--- src/rtl/l1_d_pkg.sv ---
// Shared constants, FSM state type and address field helpers for the L1 D-cache controller.
package l1_d_pkg;

  localparam int unsigned ADDR_W   = 32;
  localparam int unsigned INDEX_W  = 6;
  localparam int unsigned OFFSET_W = 6;
  localparam int unsigned TAG_W    = ADDR_W - INDEX_W - OFFSET_W;
  localparam int unsigned SETS     = 1 << INDEX_W;

  typedef enum logic [2:0] {
    IDLE,
    COMPARE,
    REFILL_WAIT,
    REFILL_DONE,
    WT_WAIT,
    RESP
  } state_t;

  function automatic logic [TAG_W-1:0] get_tag(input logic [ADDR_W-1:0] a);
    return a[ADDR_W-1 -: TAG_W];
  endfunction

  function automatic logic [INDEX_W-1:0] get_index(input logic [ADDR_W-1:0] a);
    return a[OFFSET_W +: INDEX_W];
  endfunction

  function automatic logic [OFFSET_W-1:0] get_offset(input logic [ADDR_W-1:0] a);
    return a[OFFSET_W-1:0];
  endfunction

endpackage

--- src/rtl/l1_d_tag_array.sv ---
// Valid/tag store: combinational read, synchronous write on refill, async clear on nrst.
module l1_d_tag_array
  import l1_d_pkg::*;
(
  input  logic               clk,
  input  logic               nrst,
  input  logic [INDEX_W-1:0] rd_index,
  output logic               rd_valid,
  output logic [TAG_W-1:0]   rd_tag,
  input  logic               wr_en,
  input  logic [INDEX_W-1:0] wr_index,
  input  logic [TAG_W-1:0]   wr_tag
);

  logic [SETS-1:0]  valid_q;
  logic [TAG_W-1:0] tag_q [SETS];

  always_ff @(posedge clk or negedge nrst) begin
    if (!nrst) begin
      valid_q <= '0;
      tag_q   <= '{default: '0};
    end else if (wr_en) begin
      valid_q[wr_index] <= 1'b1;
      tag_q[wr_index]   <= wr_tag;
    end
  end

  assign rd_valid = valid_q[rd_index];
  assign rd_tag   = tag_q[rd_index];

endmodule

--- src/rtl/l1_d_controller.sv ---
// Direct-mapped, write-through, no-write-allocate L1 D-cache control stage.
// Optional hit/miss counters are enabled with `define L1D_PERF_CNT_EN.
module l1_d_controller
  import l1_d_pkg::*;
(
  input  logic        clk,
  input  logic        nrst,
  input  logic        read_C_L1,
  input  logic        write_C_L1,
  input  logic [31:0] address_C_L1,
  input  logic [31:0] write_data_C_L1,
  output logic        ready_L1_C,
  output logic [31:0] read_data_L1_C,
  output logic [5:0]  index,
  output logic [5:0]  offset,
  output logic        refill,
  output logic        update,
  output logic [31:0] update_word,
  input  logic [31:0] data_array_word,
  output logic        read_L1_L2,
  output logic        write_L1_L2,
  output logic [31:0] address_L1_L2,
  output logic [31:0] write_data_L1_L2,
  input  logic        ready_L2_L1
`ifdef L1D_PERF_CNT_EN
  ,
  output logic [31:0] hit_cnt,
  output logic [31:0] miss_cnt
`endif
);

  state_t             state;
  logic [ADDR_W-1:0]  addr_q;
  logic [31:0]        data_q;
  logic               load_q;
  logic               tag_valid;
  logic [TAG_W-1:0]   tag_rd;
  logic               hit;

  l1_d_tag_array u_tags (
    .clk      (clk),
    .nrst     (nrst),
    .rd_index (index),
    .rd_valid (tag_valid),
    .rd_tag   (tag_rd),
    .wr_en    (refill),
    .wr_index (index),
    .wr_tag   (get_tag(addr_q))
  );

  assign index  = get_index(addr_q);
  assign offset = get_offset(addr_q);
  assign hit    = tag_valid && (tag_rd == get_tag(addr_q));

  // These depend on same-cycle inputs (tag lookup, L2 handshake, array read),
  // so they cannot be registered without breaking the cycle-exact timing.
  assign refill         = (state == REFILL_WAIT) && ready_L2_L1;
  assign update         = (state == COMPARE) && !load_q && hit;
  assign update_word    = update ? data_q : '0;
  assign read_data_L1_C = (state == RESP && load_q) ? data_array_word : '0;

  always_ff @(posedge clk or negedge nrst) begin
    if (!nrst) begin
      state            <= IDLE;
      addr_q           <= '0;
      data_q           <= '0;
      load_q           <= 1'b0;
      ready_L1_C       <= 1'b0;
      read_L1_L2       <= 1'b0;
      write_L1_L2      <= 1'b0;
      address_L1_L2    <= '0;
      write_data_L1_L2 <= '0;
    end else begin
      case (state)
        IDLE: begin
          if (read_C_L1 || write_C_L1) begin
            addr_q <= address_C_L1;
            data_q <= write_data_C_L1;
            load_q <= read_C_L1;
            state  <= COMPARE;
          end
        end
        COMPARE: begin
          if (load_q) begin
            if (hit) begin
              ready_L1_C <= 1'b1;
              state      <= RESP;
            end else begin
              read_L1_L2    <= 1'b1;
              address_L1_L2 <= {get_tag(addr_q), get_index(addr_q), {OFFSET_W{1'b0}}};
              state         <= REFILL_WAIT;
            end
          end else begin
            write_L1_L2      <= 1'b1;
            address_L1_L2    <= addr_q;
            write_data_L1_L2 <= data_q;
            state            <= WT_WAIT;
          end
        end
        REFILL_WAIT: begin
          if (ready_L2_L1) begin
            read_L1_L2 <= 1'b0;
            state      <= REFILL_DONE;
          end
        end
        REFILL_DONE: state <= COMPARE;
        WT_WAIT: begin
          if (ready_L2_L1) begin
            write_L1_L2 <= 1'b0;
            ready_L1_C  <= 1'b1;
            state       <= RESP;
          end
        end
        RESP: begin
          ready_L1_C <= 1'b0;
          state      <= IDLE;
        end
        default: state <= IDLE;
      endcase
    end
  end

`ifdef L1D_PERF_CNT_EN
  // recmp_q marks the compare that follows a refill so it is not counted twice.
  logic recmp_q;

  always_ff @(posedge clk or negedge nrst) begin
    if (!nrst) begin
      hit_cnt  <= '0;
      miss_cnt <= '0;
      recmp_q  <= 1'b0;
    end else begin
      if (state == REFILL_DONE)
        recmp_q <= 1'b1;
      else if (state == IDLE)
        recmp_q <= 1'b0;
      if (state == COMPARE && load_q && !recmp_q) begin
        if (hit) begin
          if (hit_cnt != '1) hit_cnt <= hit_cnt + 32'd1;
        end else begin
          if (miss_cnt != '1) miss_cnt <= miss_cnt + 32'd1;
        end
      end
    end
  end
`endif

endmodule

--- config.mk ---
export PLATFORM = sky130hd
export DESIGN_NAME = l1_d_controller
export DESIGN_NICKNAME = d
export VERILOG_FILES = /design/src/rtl/l1_d_pkg.sv /design/src/rtl/l1_d_tag_array.sv /design/src/rtl/l1_d_controller.sv
export SDC_FILE = /design/constraint.sdc
export NUM_CORES = 2
export LEC_CHECK = 0
export ABC_AREA = 1
export CAP_MARGIN = 20
export CORE_MARGIN = 2
export CORE_UTILIZATION = 35
export CTS_BUF_LIST = sky130_fd_sc_hd__clkbuf_8 sky130_fd_sc_hd__clkbuf_16
export DETAILED_ROUTE_END_ITERATION = 10
export HOLD_SLACK_MARGIN = 0.03
export MAX_ROUTING_LAYER = met4
export PLACE_DENSITY = 0.56
export SYNTH_ARGS = -nofsm -noshare
export SYNTH_HDL_FRONTEND = slang
export SYNTH_SLANG_ARGS = --single-unit
--- constraint.sdc ---
create_clock -name clk -period 2.7 [get_ports clk]
set_input_delay 0.27 -clock clk [delete_from_list [all_inputs] [get_ports clk]]
set_output_delay 0.27 -clock clk [all_outputs]
set_load 0.05 [all_outputs]
==> impl_metrics.xml <==
<?xml version="1.0" encoding="UTF-8"?>
<metrics>
  <group name="run_status">
    <metric name="status" unit="">finished, violations left</metric>
    <metric name="failed_checks" unit="">setup timing</metric>
  </group>
  <group name="floorplan">
    <metric name="die_w" unit="um">445.1</metric>
    <metric name="die_y" unit="um">445.1</metric>
    <metric name="fp.dieArea" unit="mm2">0.1981</metric>
    <metric name="number_of_primary_i_o_pins" unit="">246</metric>
    <metric name="coreArea" unit="mm2">0.1930</metric>
    <metric name="rows" unit="">161</metric>
    <metric name="floorplan.initialDensity" unit="%">35.28</metric>
  </group>
  <group name="place">
    <metric name="gp_routability_congestion" unit="">0.9001</metric>
    <metric name="dpl_hpwl" unit="um">149000</metric>
    <metric name="placement.cell_area" unit="mm2">0.07784</metric>
    <metric name="placement.io_buffers" unit="">245</metric>
    <metric name="place_inst" unit="">11440</metric>
  </group>
  <group name="synthesis">
    <metric name="synth-main-ff-cell" unit="">dfrtp_1</metric>
    <metric name="yosysSeqAreaShare" unit="%">54.36</metric>
    <metric name="gate_count_of_the_mapped_netlist" unit="">8802</metric>
    <metric name="ffs_latches_synth" unit="">1479</metric>
    <metric name="synth.cell_area" unit="mm2">0.06809</metric>
    <metric name="synth_async_sr_flop_share" unit="%">100.0</metric>
    <metric name="ys.warnings.count" unit="">0</metric>
    <metric name="area_share_of_the_leading_cell_type_in_the_synthesized_netlist" unit="%">54.36</metric>
    <metric name="synth_edf_count" unit="">0</metric>
    <metric name="synth.top_cells.by_count" unit="">3440 x nand2_1, 1492 x o21ai_0, 1479 x dfrtp_1</metric>
    <metric name="syn-num-nets" unit="">8903</metric>
    <metric name="yosysUniqueCellTypes" unit="">30</metric>
    <metric name="synth_area_per_cell" unit="um2">7.736</metric>
    <metric name="synth_top_cells_by_area" unit="">dfrtp_1 54%, nand2_1 19%, o21ai_0 11%, inv_1 3.0%, nor2_1 2.8%</metric>
    <metric name="yosys.cell_count.top_type" unit="">nand2_1</metric>
    <metric name="post-synth-top-area-cell" unit="">dfrtp_1</metric>
  </group>
  <group name="clock_tree">
    <metric name="cts_tree" unit="">yes</metric>
    <metric name="tritoncts_buffer_count" unit="">164</metric>
    <metric name="clkTransAtPathRegs" unit="ps">60</metric>
    <metric name="htree_levels" unit="">4</metric>
    <metric name="clock_sink_count" unit="">1479</metric>
    <metric name="clk-insertion-delay-late" unit="ps">820</metric>
    <metric name="clk_path_buf_depth" unit="">3</metric>
    <metric name="clock_root_buffer" unit="">clkbuf_16</metric>
  </group>
  <group name="grt">
    <metric name="met2_usage_grt" unit="%">37.95</metric>
    <metric name="antenna_found_initial" unit="">9</metric>
    <metric name="met1_usage" unit="%">34.61</metric>
    <metric name="grt_pass1_vias" unit="">57490</metric>
    <metric name="pin_count_of_the_biggest_net_entering_global_routing" unit="">152</metric>
    <metric name="overflow" unit="">0</metric>
    <metric name="grt_total_usage" unit="%">25.15</metric>
    <metric name="first_pass_grt_wire_length" unit="um">369000</metric>
    <metric name="met3_usage" unit="%">3.746</metric>
    <metric name="layer_with_the_highest_usage" unit="">met2</metric>
  </group>
  <group name="finish">
    <metric name="design.final.nets" unit="">9265</metric>
    <metric name="final_util" unit="%">44.37</metric>
    <metric name="postLayoutCellArea" unit="mm2">0.08562</metric>
    <metric name="layout-drive-gt1-share" unit="%">13.81</metric>
    <metric name="final-instance-count-excl-fill" unit="">11820</metric>
    <metric name="area_growth_from_synthesis_to_layout" unit="%">25.75</metric>
  </group>
  <group name="critical_path">
    <metric name="worst_path_largest_cell_delay" unit="ps">580</metric>
    <metric name="worst_setup_path_start_kind" unit="">flip-flop</metric>
    <metric name="crit_family" unit="">simple AND/OR/NAND/NOR gates</metric>
    <metric name="crit_chain" unit="">buf_12, buf_16, buf_16, or2_2, nand3_1, nand2_2, o21ai_2, nand2_1, buf_4, nor2_2, nand2_1, nand2_2, nand2_2, nor2_4, nand2_2, nor2_4, nand3_4, buf_12, buf_16, nor2_4, buf_12</metric>
    <metric name="crit_fanout" unit="">16</metric>
    <metric name="cpMostUsedCell" unit="">nand2_2</metric>
    <metric name="timing.critical_path.buf_inv" unit="">7</metric>
    <metric name="critPathArrivalTime" unit="ps">4260</metric>
    <metric name="worst_ep_required_time" unit="ps">2430</metric>
    <metric name="ff2ff_setup_slack" unit="ps">-1120</metric>
    <metric name="cp_slowest_cell" unit="">dfrtp_4</metric>
    <metric name="worst_setup_path_end_kind" unit="">output pin</metric>
    <metric name="path_class" unit="">reg2out</metric>
  </group>
  <group name="routing">
    <metric name="drt_pass1_iterations" unit="">6</metric>
    <metric name="detail_route.iter0.violations" unit="">6506</metric>
    <metric name="detail_route.drc_violations" unit="">0</metric>
    <metric name="detail_route.wl_per_cell" unit="um">20.83</metric>
    <metric name="vias_per_cell" unit="">5.130</metric>
    <metric name="detail-route-antenna-nets" unit="">0</metric>
    <metric name="drt-total-wl" unit="um">246300</metric>
    <metric name="via_count" unit="">60650</metric>
  </group>
  <group name="pwr">
    <metric name="ir_worst_vdd" unit="uV">856.3</metric>
    <metric name="seqPwrFrac" unit="%">32.1</metric>
    <metric name="sw_frac_of_total" unit="%">41.11</metric>
    <metric name="total_power_per_unit_cell_area" unit="mW/mm2">1060</metric>
    <metric name="switchingPower" unit="W">0.03732</metric>
    <metric name="cell_leakage_power" unit="nW">41.80</metric>
    <metric name="share_clk_of_total_power" unit="%">25.8</metric>
    <metric name="comb_power_share" unit="%">42.1</metric>
    <metric name="intPower" unit="W">0.05346</metric>
  </group>
  <group name="sta">
    <metric name="holdWs" unit="ps">93.43</metric>
    <metric name="tightest_slew" unit="ps">1078</metric>
    <metric name="period_needed" unit="ps">4531</metric>
    <metric name="finalHoldViolations" unit="">0</metric>
    <metric name="achievable-frequency" unit="MHz">220.7</metric>
    <metric name="final.setup.worst_slack" unit="ps">-1831</metric>
    <metric name="setup_viol" unit="">72</metric>
    <metric name="finalMaxSlewViolations" unit="">0</metric>
    <metric name="rsz_0062_raised_after_global_routing" unit="">true</metric>
    <metric name="final_min_period_over_clock_period" unit="%">167.8</metric>
    <metric name="max-slew-margin-rel" unit="%">28.11</metric>
    <metric name="clock_skew" unit="ps">41.79</metric>
  </group>
  <group name="run">
    <metric name="cap_violations" unit="">0</metric>
  </group>
  <group name="worst_hold_path">
    <metric name="holdCritPathClass" unit="">in2reg</metric>
  </group>
</metrics>
cell type report:
class	count	area, um2
Clock inverter	86	895.9
Clock buffer	211	4785
Multi-Input combinational cell	6078	27000
Sequential cell	1479	37020
Timing Repair Buffer	886	10630
Inverter	553	2095
Fill cell	19110	107400
Timing Repair inverter	2	38.79
Antenna cell	2	5.005
Tap cell	2526	3161
per-layer routing:
metal | part of all wire [%] | vias to the layer above
met5 | 0 | -
met4 | 3.5 | 0
met3 | 7.3 | 435
met2 | 45 | 2184
met1 | 44 | 29660
li1 | - | 28370
repair_timing:
item,4_1_cts,5_1_grt
endpoints found under the setup margin,95,182
endpoints found under the hold margin,1369,0
hold buffers,36,0
setup buffers,15,14
pin swaps,36,42
cloned,16,8
resized for setup,133,114
flip-flops by register name, summed over array words and instances, names as in the netlist:
register,cells
addr_q,32
data_q,32
write_L1_L2,1
write_data_L1_L2,32
read_L1_L2,1
u_tags.valid_q,64
state,3
ready_L1_C,1
address_L1_L2,32
load_q,1
u_tags.tag_q,1280
worst reg2reg max path: cells and delay by family, from the launching register on:
kind	cells	cell delay (ps)
buf+inv	8	1230
compound gates	2	360
simple gates	14	1480
flops	1	580
path summary, 6_finish.rpt:
path	cells past startpoint	end	startpoint
min	3	addr_q[10]	address_C_L1[10]
min reg2reg	2	u_tags.valid_q[29]	u_tags.valid_q[29]
min in group asynchronous	3	u_tags.tag_q[664]	nrst
max in group asynchronous	3	u_tags.tag_q[1190]	nrst
max reg2reg	24	address_L1_L2[29]	addr_q[6]
max	21	update_word[11]	addr_q[6]
per-stage QoR:
stage | TNS (ps) | setup slack [ps] | power, W
after floorplan | -3706 | -134.3 | 0.04838
after global placement | -98900 | -1504 | 0.06381
after detailed placement | -96790 | -1474 | 0.06417
after CTS | -92440 | -1862 | 0.08970
after global routing | -107400 | -1983 | 0.09532
final | -97770 | -1831 | 0.09078
cell families after synthesis:
group,after synthesis,synth area share (%)
AOI/OAI and AO/OA,1714,12.80
buffers and inverters,1245,7.306
muxes,39,0.6450
DFF,1479,54.36
and+or+nand+nor,4325,24.89
cells in the final DEF, fill, tap and decap left out, types with 37 or more instances in the layout:
cell type and n:
dfrtp_1 1476, clkbuf_16 175, a21oi_1 37, nand3_1 234
o21ai_1 117, clkbuf_8 44, o21ai_0 1463, or2_2 68
mux2_2 39, nor2_4 53, inv_1 557, nand2_1 3385
nor2_1 420, buf_12 212, o211ai_1 45, nand2_2 49
buf_4 401, clkdlybuf4s50_1 172
power by group through the flow:
stage          registers, W  clock network, W  logic (W)
3_3_place_gp         0.0293                 0     0.0346
4_1_cts              0.0290            0.0239     0.0368
6_report             0.0291            0.0234     0.0382
3_5_place_dp         0.0294                 0     0.0348
5_1_grt              0.0296            0.0247     0.0410
2_1_floorplan        0.0301                 0     0.0183
Note: power is estimated with default switching activity, not from simulation.
